### config.mk
export PLATFORM = sky130hd
export DESIGN_NAME = vga_debug_feeder
export DESIGN_NICKNAME = d
export VERILOG_FILES = /design/src/rtl/debug_feeder_pkg.sv /design/src/rtl/debug_snap_ram.sv /design/src/rtl/vga_debug_feeder.sv
export SDC_FILE = /design/constraint.sdc
export NUM_CORES = 2
export LEC_CHECK = 0
export ABC_CLOCK_PERIOD_IN_PS = 6860
export CORE_MARGIN = 2
export CORE_UTILIZATION = 35
export CTS_CLUSTER_DIAMETER = 150
export DETAILED_ROUTE_END_ITERATION = 10
export HOLD_SLACK_MARGIN = 0.05
export SETUP_SLACK_MARGIN = 0.5
export SYNTH_ARGS = -nofsm -noshare
export SYNTH_HDL_FRONTEND = slang
export SYNTH_SLANG_ARGS = --single-unit
### constraint.sdc
create_clock -name clk -period 6.86 [get_ports clk]
set_clock_uncertainty 0.05 [all_clocks]
set_input_delay 1.029 -clock clk [delete_from_list [all_inputs] [get_ports clk]]
set_output_delay 1.029 -clock clk [all_outputs]
set_load 0.01 [all_outputs]
### src/rtl/debug_feeder_pkg.sv
`default_nettype none
// ---------------------------------------------------------------------------
// debug_feeder_pkg: shared state encodings and constants for the VGA debug feeder
// Rev 1.0
// ---------------------------------------------------------------------------
package debug_feeder_pkg;

    typedef enum logic [0:0] {
        CAP_RUN  = 1'b0,
        CAP_HOLD = 1'b1
    } cap_state_e;

    typedef enum logic [1:0] {
        M_WAIT = 2'd0,
        M_REQ  = 2'd1,
        M_PUB  = 2'd2
    } scan_state_e;

    localparam logic [31:0] TIMEOUT_DATA   = 32'hFFFF_FFFF;
    localparam int          DBG_ADDR_W     = 7;
    localparam int          DBG_REGION_BIT = 6;

    // Upper half of the display address space has no backing snapshot entry.
    function automatic logic dbg_addr_unmapped(input logic [DBG_ADDR_W-1:0] addr);
        return addr[DBG_REGION_BIT];
    endfunction

endpackage
`default_nettype wire

### src/rtl/debug_snap_ram.sv
`default_nettype none
// ---------------------------------------------------------------------------
// debug_snap_ram: ENTRIES x 32 read-first memory, one write port, registered read
// Rev 1.0
// ---------------------------------------------------------------------------
module debug_snap_ram #(
    parameter int ENTRIES = 64,
    parameter int AW      = $clog2(ENTRIES)
) (
    input  logic          clk,
    input  logic          rst,
    input  logic          we_i,
    input  logic [AW-1:0] waddr_i,
    input  logic [31:0]   wdata_i,
    input  logic [AW-1:0] raddr_i,
    input  logic          rzero_i,
    output logic [31:0]   rdata_o
);

    logic [31:0] mem_q [ENTRIES];
    logic [31:0] rdata_q;

    always_ff @(posedge clk) begin
        if (we_i) begin
            mem_q[waddr_i] <= wdata_i;
        end
    end

    // Non-blocking read of the array gives old data on a same-index write.
    always_ff @(posedge clk) begin
        if (rst || rzero_i) begin
            rdata_q <= '0;
        end else begin
            rdata_q <= mem_q[raddr_i];
        end
    end

    assign rdata_o = rdata_q;

endmodule
`default_nettype wire

### src/rtl/vga_debug_feeder.sv
`default_nettype none
// ---------------------------------------------------------------------------
// vga_debug_feeder: datapath snapshot capture and ROM/RAM scan for the VGA debug display
// Rev 1.0
// ---------------------------------------------------------------------------
module vga_debug_feeder
    import debug_feeder_pkg::*;
#(
    parameter int          SNAP_ENTRIES = 64,
    parameter int          SCAN_WORDS   = 128,
    parameter int          SCAN_DIV     = 16,
    parameter int          ACK_TIMEOUT  = 15,
    parameter logic [31:0] ROM_BASE     = 32'h0000_0000,
    parameter logic [31:0] RAM_BASE     = 32'h0000_0000
) (
    input  logic        clk,
    input  logic        rst,
    input  logic        freeze,
    input  logic        step,
    output logic [5:0]  dbg_sel,
    input  logic [31:0] dbg_val,
    input  logic [6:0]  Debug_addr,
    output logic [31:0] Debug_data,
    input  logic        ram_sel,
    output logic        mem_req,
    output logic [31:0] mem_addr,
    output logic        mem_sel,
    input  logic        mem_ack,
    input  logic [31:0] mem_rdata,
    output logic [31:0] MEM_Addr,
    output logic [31:0] MEM_Data,
    output logic        cap_busy
);

    localparam int SNAP_W = $clog2(SNAP_ENTRIES);
    localparam int SCAN_W = $clog2(SCAN_WORDS);
    localparam int DIV_W  = $clog2(SCAN_DIV + 1);
    localparam int TMO_W  = $clog2(ACK_TIMEOUT + 1);

    // ---------------- capture sweep ----------------
    cap_state_e        cap_state_q, cap_state_d;
    logic [SNAP_W-1:0] cap_idx_q, cap_idx_d;
    logic              cap_we;

    always_ff @(posedge clk) begin
        if (rst) begin
            cap_state_q <= CAP_RUN;
            cap_idx_q   <= '0;
        end else begin
            cap_state_q <= cap_state_d;
            cap_idx_q   <= cap_idx_d;
        end
    end

    // Outputs are masked while reset is held so the display never sees a stale sweep.
    always_comb begin
        cap_state_d = cap_state_q;
        cap_idx_d   = cap_idx_q;
        cap_we      = 1'b0;
        dbg_sel     = '0;
        cap_busy    = 1'b0;
        case (cap_state_q)
            CAP_RUN: begin
                cap_we    = !rst;
                cap_busy  = !rst;
                dbg_sel   = rst ? '0 : cap_idx_q;
                cap_idx_d = cap_idx_q + 1'b1;
                if (cap_idx_q == SNAP_W'(SNAP_ENTRIES - 1)) begin
                    cap_idx_d = '0;
                    if (freeze) begin
                        cap_state_d = CAP_HOLD;
                    end
                end
            end
            CAP_HOLD: begin
                if (step || !freeze) begin
                    cap_state_d = CAP_RUN;
                end
            end
            default: cap_state_d = CAP_RUN;
        endcase
    end

    debug_snap_ram #(
        .ENTRIES (SNAP_ENTRIES),
        .AW      (SNAP_W)
    ) u_snap (
        .clk     (clk),
        .rst     (rst),
        .we_i    (cap_we),
        .waddr_i (cap_idx_q),
        .wdata_i (dbg_val),
        .raddr_i (Debug_addr[SNAP_W-1:0]),
        .rzero_i (dbg_addr_unmapped(Debug_addr)),
        .rdata_o (Debug_data)
    );

    // ---------------- memory scan ----------------
    scan_state_e       scan_state_q, scan_state_d;
    logic [DIV_W-1:0]  div_q, div_d;
    logic [TMO_W-1:0]  tmo_q, tmo_d;
    logic [SCAN_W-1:0] scan_idx_q, scan_idx_d;
    logic              sel_q, sel_d;
    logic              abort_q, abort_d;
    logic              req_q, req_d;
    logic [31:0]       addr_q, addr_d;
    logic [31:0]       rdata_q, rdata_d;
    logic [31:0]       pub_addr_q, pub_addr_d;
    logic [31:0]       pub_data_q, pub_data_d;
    logic              sel_changed;
    logic [31:0]       scan_base;

    always_ff @(posedge clk) begin
        if (rst) begin
            scan_state_q <= M_WAIT;
            div_q        <= '0;
            tmo_q        <= '0;
            scan_idx_q   <= '0;
            sel_q        <= ram_sel;
            abort_q      <= 1'b0;
            req_q        <= 1'b0;
            addr_q       <= '0;
            rdata_q      <= '0;
            pub_addr_q   <= '0;
            pub_data_q   <= '0;
        end else begin
            scan_state_q <= scan_state_d;
            div_q        <= div_d;
            tmo_q        <= tmo_d;
            scan_idx_q   <= scan_idx_d;
            sel_q        <= sel_d;
            abort_q      <= abort_d;
            req_q        <= req_d;
            addr_q       <= addr_d;
            rdata_q      <= rdata_d;
            pub_addr_q   <= pub_addr_d;
            pub_data_q   <= pub_data_d;
        end
    end

    assign sel_changed = (ram_sel != sel_q);
    assign scan_base   = sel_q ? RAM_BASE : ROM_BASE;

    always_comb begin
        scan_state_d = scan_state_q;
        div_d        = div_q;
        tmo_d        = tmo_q;
        scan_idx_d   = scan_idx_q;
        sel_d        = sel_q;
        abort_d      = abort_q;
        req_d        = req_q;
        addr_d       = addr_q;
        rdata_d      = rdata_q;
        pub_addr_d   = pub_addr_q;
        pub_data_d   = pub_data_q;
        case (scan_state_q)
            M_WAIT: begin
                if (sel_changed) begin
                    sel_d      = ram_sel;
                    scan_idx_d = '0;
                    div_d      = '0;
                end else if (div_q == DIV_W'(SCAN_DIV - 1)) begin
                    div_d        = '0;
                    tmo_d        = '0;
                    abort_d      = 1'b0;
                    req_d        = 1'b1;
                    addr_d       = scan_base + {{(32-SCAN_W-2){1'b0}}, scan_idx_q, 2'b00};
                    scan_state_d = M_REQ;
                end else begin
                    div_d = div_q + 1'b1;
                end
            end
            M_REQ: begin
                // A source switch lets the bus transaction complete but drops its result.
                abort_d = abort_q | sel_changed;
                tmo_d   = tmo_q + 1'b1;
                if (mem_ack || (tmo_q == TMO_W'(ACK_TIMEOUT - 1))) begin
                    req_d   = 1'b0;
                    rdata_d = mem_ack ? mem_rdata : TIMEOUT_DATA;
                    if (abort_q || sel_changed) begin
                        sel_d        = ram_sel;
                        scan_idx_d   = '0;
                        div_d        = '0;
                        scan_state_d = M_WAIT;
                    end else begin
                        scan_state_d = M_PUB;
                    end
                end
            end
            M_PUB: begin
                pub_addr_d   = addr_q;
                pub_data_d   = rdata_q;
                scan_idx_d   = (scan_idx_q == SCAN_W'(SCAN_WORDS - 1)) ? '0 : scan_idx_q + 1'b1;
                div_d        = '0;
                scan_state_d = M_WAIT;
            end
            default: scan_state_d = M_WAIT;
        endcase
    end

    assign mem_req  = req_q;
    assign mem_addr = addr_q;
    assign mem_sel  = sel_q;
    assign MEM_Addr = pub_addr_q;
    assign MEM_Data = pub_data_q;

endmodule
`default_nettype wire

==> results summary <==
Buffers inserted during clock tree synthesis total 211. The path class of the tightest hold or removal check is register to register. The detailed-router iteration count before antenna repair came out at 8. After the last flow step, the layout net total stands at 4209.

The required time of the critical path is 5.78 ns. The effective utilization at floorplan came out at 0.352. The setup TNS after final layout came out at 0 ns. Dividing the final minimum period by the clock period gives 0.601. The final reports fail on design-rule violations. At the end of the flow the core is filled with cells to 0.404. The slew at the pin with the worst max-slew slack is 1.34 ns. The Yosys warning count is 0.

Traced cell by cell, the critical path runs through nor2_1, and2_0, clkdlybuf4s50_1. Summing all flip-flop and latch instances after layout gives 64300 um2. The post-detailed-route count of antenna-violating nets came out at 0.

The relative contribution of sequential cells to total power is 0.537. IR analysis of the VDD net gives a maximum drop of 0.272 mV. The multi-input combinational cell area came out at 18500 um2. The detailed router finished its first iteration with 4884 violations. The flow ran to the end, but the final reports show violations. The global-route usage over all layers came out at 0.172. In the routed design, unresolved DRC markers number 38. The worst setup path is captured at an output port. The number of max-slew violations in the final report came to 0. The commonest cells after synthesis are 2049 x sky130_fd_sc_hd__edfxtp_1, 565 x sky130_fd_sc_hd__mux4_2, 216 x sky130_fd_sc_hd__nor2_1, 160 x sky130_fd_sc_hd__mux2i_1, 137 x sky130_fd_sc_hd__dfxtp_1. The number of placed instances with taps included is 7077.

Among all stages on the critical path, the largest delay is contributed by sky130_fd_sc_hd__clkdlybuf4s50_1. Clock tree synthesis selected as its root buffer the cell sky130_fd_sc_hd__clkbuf_16. The number of buffers inserted for hold repair after clock tree synthesis is 0. The internal power of the cells totals 21.4 mW. The worst hold margin came out at 0.428 ns.

The clock-pin transition on the worst setup and hold timing paths came out at 0.06 ns. The standard-cell row count came out at 179. The fraction of registers with async set/reset is 0. The number of different library cells used by synthesis comes to 60.

The biggest area contributor in the post-synthesis netlist is sky130_fd_sc_hd__edfxtp_1. The number of standard cells in the final layout excluding fillers is 7479. The clock tree synthesis step divided the H-tree into 4 levels. The synthesized netlist occupies a cell area of 83600 um2. The die area is 243000 um2.

The final hold violation count is 0. The maximum frequency from static timing analysis came out at 243 MHz. Port buffering added 163 buffers.

Setup violations remaining at the end of the flow were counted as 0. The HPWL after detailed placement came out at 125000 um. The global placement routability congestion came out at 0.797. Of the total power, combinational logic draws 0.048. The die width came out at 493 um.

The largest driver fanout on the critical path came out at 8. The signal arrival time at the worst endpoint is 3.04 ns. Yosys attributes the largest share of cell area to sky130_fd_sc_hd__edfxtp_1 74%, sky130_fd_sc_hd__mux4_2 15%, sky130_fd_sc_hd__dfxtp_1 3.3%, sky130_fd_sc_hd__mux2i_1 1.9%, sky130_fd_sc_hd__nor2_1 0.97%. Once the clock tree was built, the resizer swapped 0 gates to a different size. Summed over all layers, the global routing overflow is 0. The cell area power density came out at 284 nW/um2. The die is 493 um tall. The TritonCTS clock tree is done. The fraction of power spent switching nets is 0.216. The tightest slew margin relative to the limit is 0.107. The portion of synthesized cell area occupied by the leading cell type is 0.736. The proportion of layout cells with a drive suffix above 1 came out at 0.261. The leakage power is 29.8 nW. Among all flip-flop cells after synthesis, the most frequent one is sky130_fd_sc_hd__edfxtp_1.

Yosys instantiated no cell more often than sky130_fd_sc_hd__edfxtp_1. Entering global routing, the biggest net connects 95 pins. CTS saw 2186 sinks.

The gate count after technology mapping came out at 3825. The via count of the routed design is 40.2k. The delay contributed by the slowest stage of the critical path came out at 0.82 ns. The number of filler cells placed in the layout came out at 20.8k. The worst setup path is launched from a register. The initial antenna violation count is 14. The via count of the first global-routing pass was 40.3k.

The number of flops mapped to enable cells by yosys is 2049. The via count normalized by instance count came out at 5.38. The total of flip-flops plus latches after synthesis is 2186. The routed wire length came out at 211000 um. The mean instance size in the synthesized netlist is 21.9 um2. The core region is 238000 um2. The post-route minimum period is 4.12 ns. The category of the critical setup timing path is register to output port. The share of the yosys chip area belonging to registers came out at 0.768. Summed over all nets, the switching power comes to 5.92 mW. The area growth from synthesis to layout is 15.0%. The I/O pin total is 214.

The per-cell routed wire length is 28.3 um. The clock network latency to the later pin of the worst-skew pair came out at 0.85 ns. In this run the post-CTS setup repair buffer count came out at 0. The first-pass GRT wire length came out at 302000 um. Setup repair after global routing left no endpoint under its margin.

The worst-case clock buffer depth came out at 3. The share of total power dissipated in the clock network is 0.415. The number of violations of the max-capacitance limit is 0.
sequential cells by signal (all words and copies together), names as in the netlist:
name,count
u_snap.mem_q,2048
MEM_Data,32
rdata_q,32
u_snap.rdata_o,32
MEM_Addr,7
mem_addr,7
scan_idx_q,7
cap_idx_q,6
div_q,5
tmo_q,4
scan_state_q,2
abort_q,1
cap_state_q,1
mem_req,1
mem_sel,1
area by class of cell:
| cell class | instances | area share |
|---|---|---|
| diodes | 2 | 0.0000520 |
| repair buffers | 291 | 0.0272 |
| clock inverters | 117 | 0.0114 |
| flip-flops and latches | 2186 | 0.668 |
| clock buffers | 283 | 0.0591 |
| well taps | 3167 | 0.0412 |
| inverters | 5 | 0.000208 |
| multi-input cells | 1428 | 0.193 |
power by group through the flow:
stage	clock [mW]	combinational, mW	sequential [mW]
floorplan	0	0.732	14.9
CTS	11.6	1.33	14.7
finish	11.4	1.31	14.7
global route	12.1	1.39	14.7
global placement	0	1.31	15.0
detailed placement	0	1.32	15.0
layer usage:
metal | share of wire | track usage | vias to the layer above
li1 | - | - | 16500
met1 | 0.42 | 0.244 | 21700
met2 | 0.47 | 0.271 | 1791
met3 | 0.090 | 0.0428 | 229
met4 | 0.016 | 0.0328 | 6
met5 | 0.00019 | 0 | -
cell families after synthesis:
logic type / Yosys count / share of synthesized area
AOI/OAI and AO/OA: 174 / 0.0139
xor gates and xnor gates: 9 / 0.000942
adders and majority gates: 9 / 0.00135
buffers and inverters: 260 / 0.0182
DFF: 2186 / 0.768
muxes: 742 / 0.174
other: 1 / 0.0000448
and+or+nand+nor: 444 / 0.0236
per-stage QoR:
stage / setup WS (ns) / area [um2] / total power, mW
2_1_floorplan: 2.25 / 83800 / 15.7
3_3_place_gp: 2.34 / 89400 / 16.3
3_5_place_dp: 2.27 / 89400 / 16.3
4_1_cts: 2.80 / 96200 / 27.6
5_1_grt: 2.64 / 96200 / 28.1
6_report: 2.74 / 96200 / 27.4
cells in the final DEF (no fill, tap or decap), types with 50 or more instances in the layout:
cell | synthesis | final
sky130_fd_sc_hd__clkbuf_1 | 78 | 59
sky130_fd_sc_hd__conb_1 | 1 | 50
sky130_fd_sc_hd__clkbuf_16 | 0 | 211
sky130_fd_sc_hd__mux2i_1 | 160 | 160
sky130_fd_sc_hd__dfxtp_1 | 137 | 137
sky130_fd_sc_hd__edfxtp_1 | 2049 | 2049
sky130_fd_sc_hd__mux4_2 | 565 | 565
sky130_fd_sc_hd__nor2_4 | 0 | 62
sky130_fd_sc_hd__nor2_1 | 216 | 153
sky130_fd_sc_hd__nor3_1 | 53 | 51
sky130_fd_sc_hd__clkdlybuf4s50_1 | 0 | 125
sky130_fd_sc_hd__buf_4 | 89 | 115
sky130_fd_sc_hd__nand2_1 | 71 | 71
critical path, delay by kind of cell, from the launching register on:
family	cells	cell delay, ns
and+or+nand+nor	2	0.91
buffers and inverters	1	0.82
DFF	1	0.48
final timing paths:
check / start / endpoint / slack (ns) / cells after the start
worst min-delay path: div_q[1] / div_q[1] / 0.43 / 2
worst max-delay path: cap_state_q / dbg_sel[0] / 2.74 / 3
worst min register to register: div_q[1] / div_q[1] / 0.43 / 2
worst max register to register: cap_state_q / u_snap.mem_q[15][31] / 2.87 / 4
(Power assumes the default switching activity.)
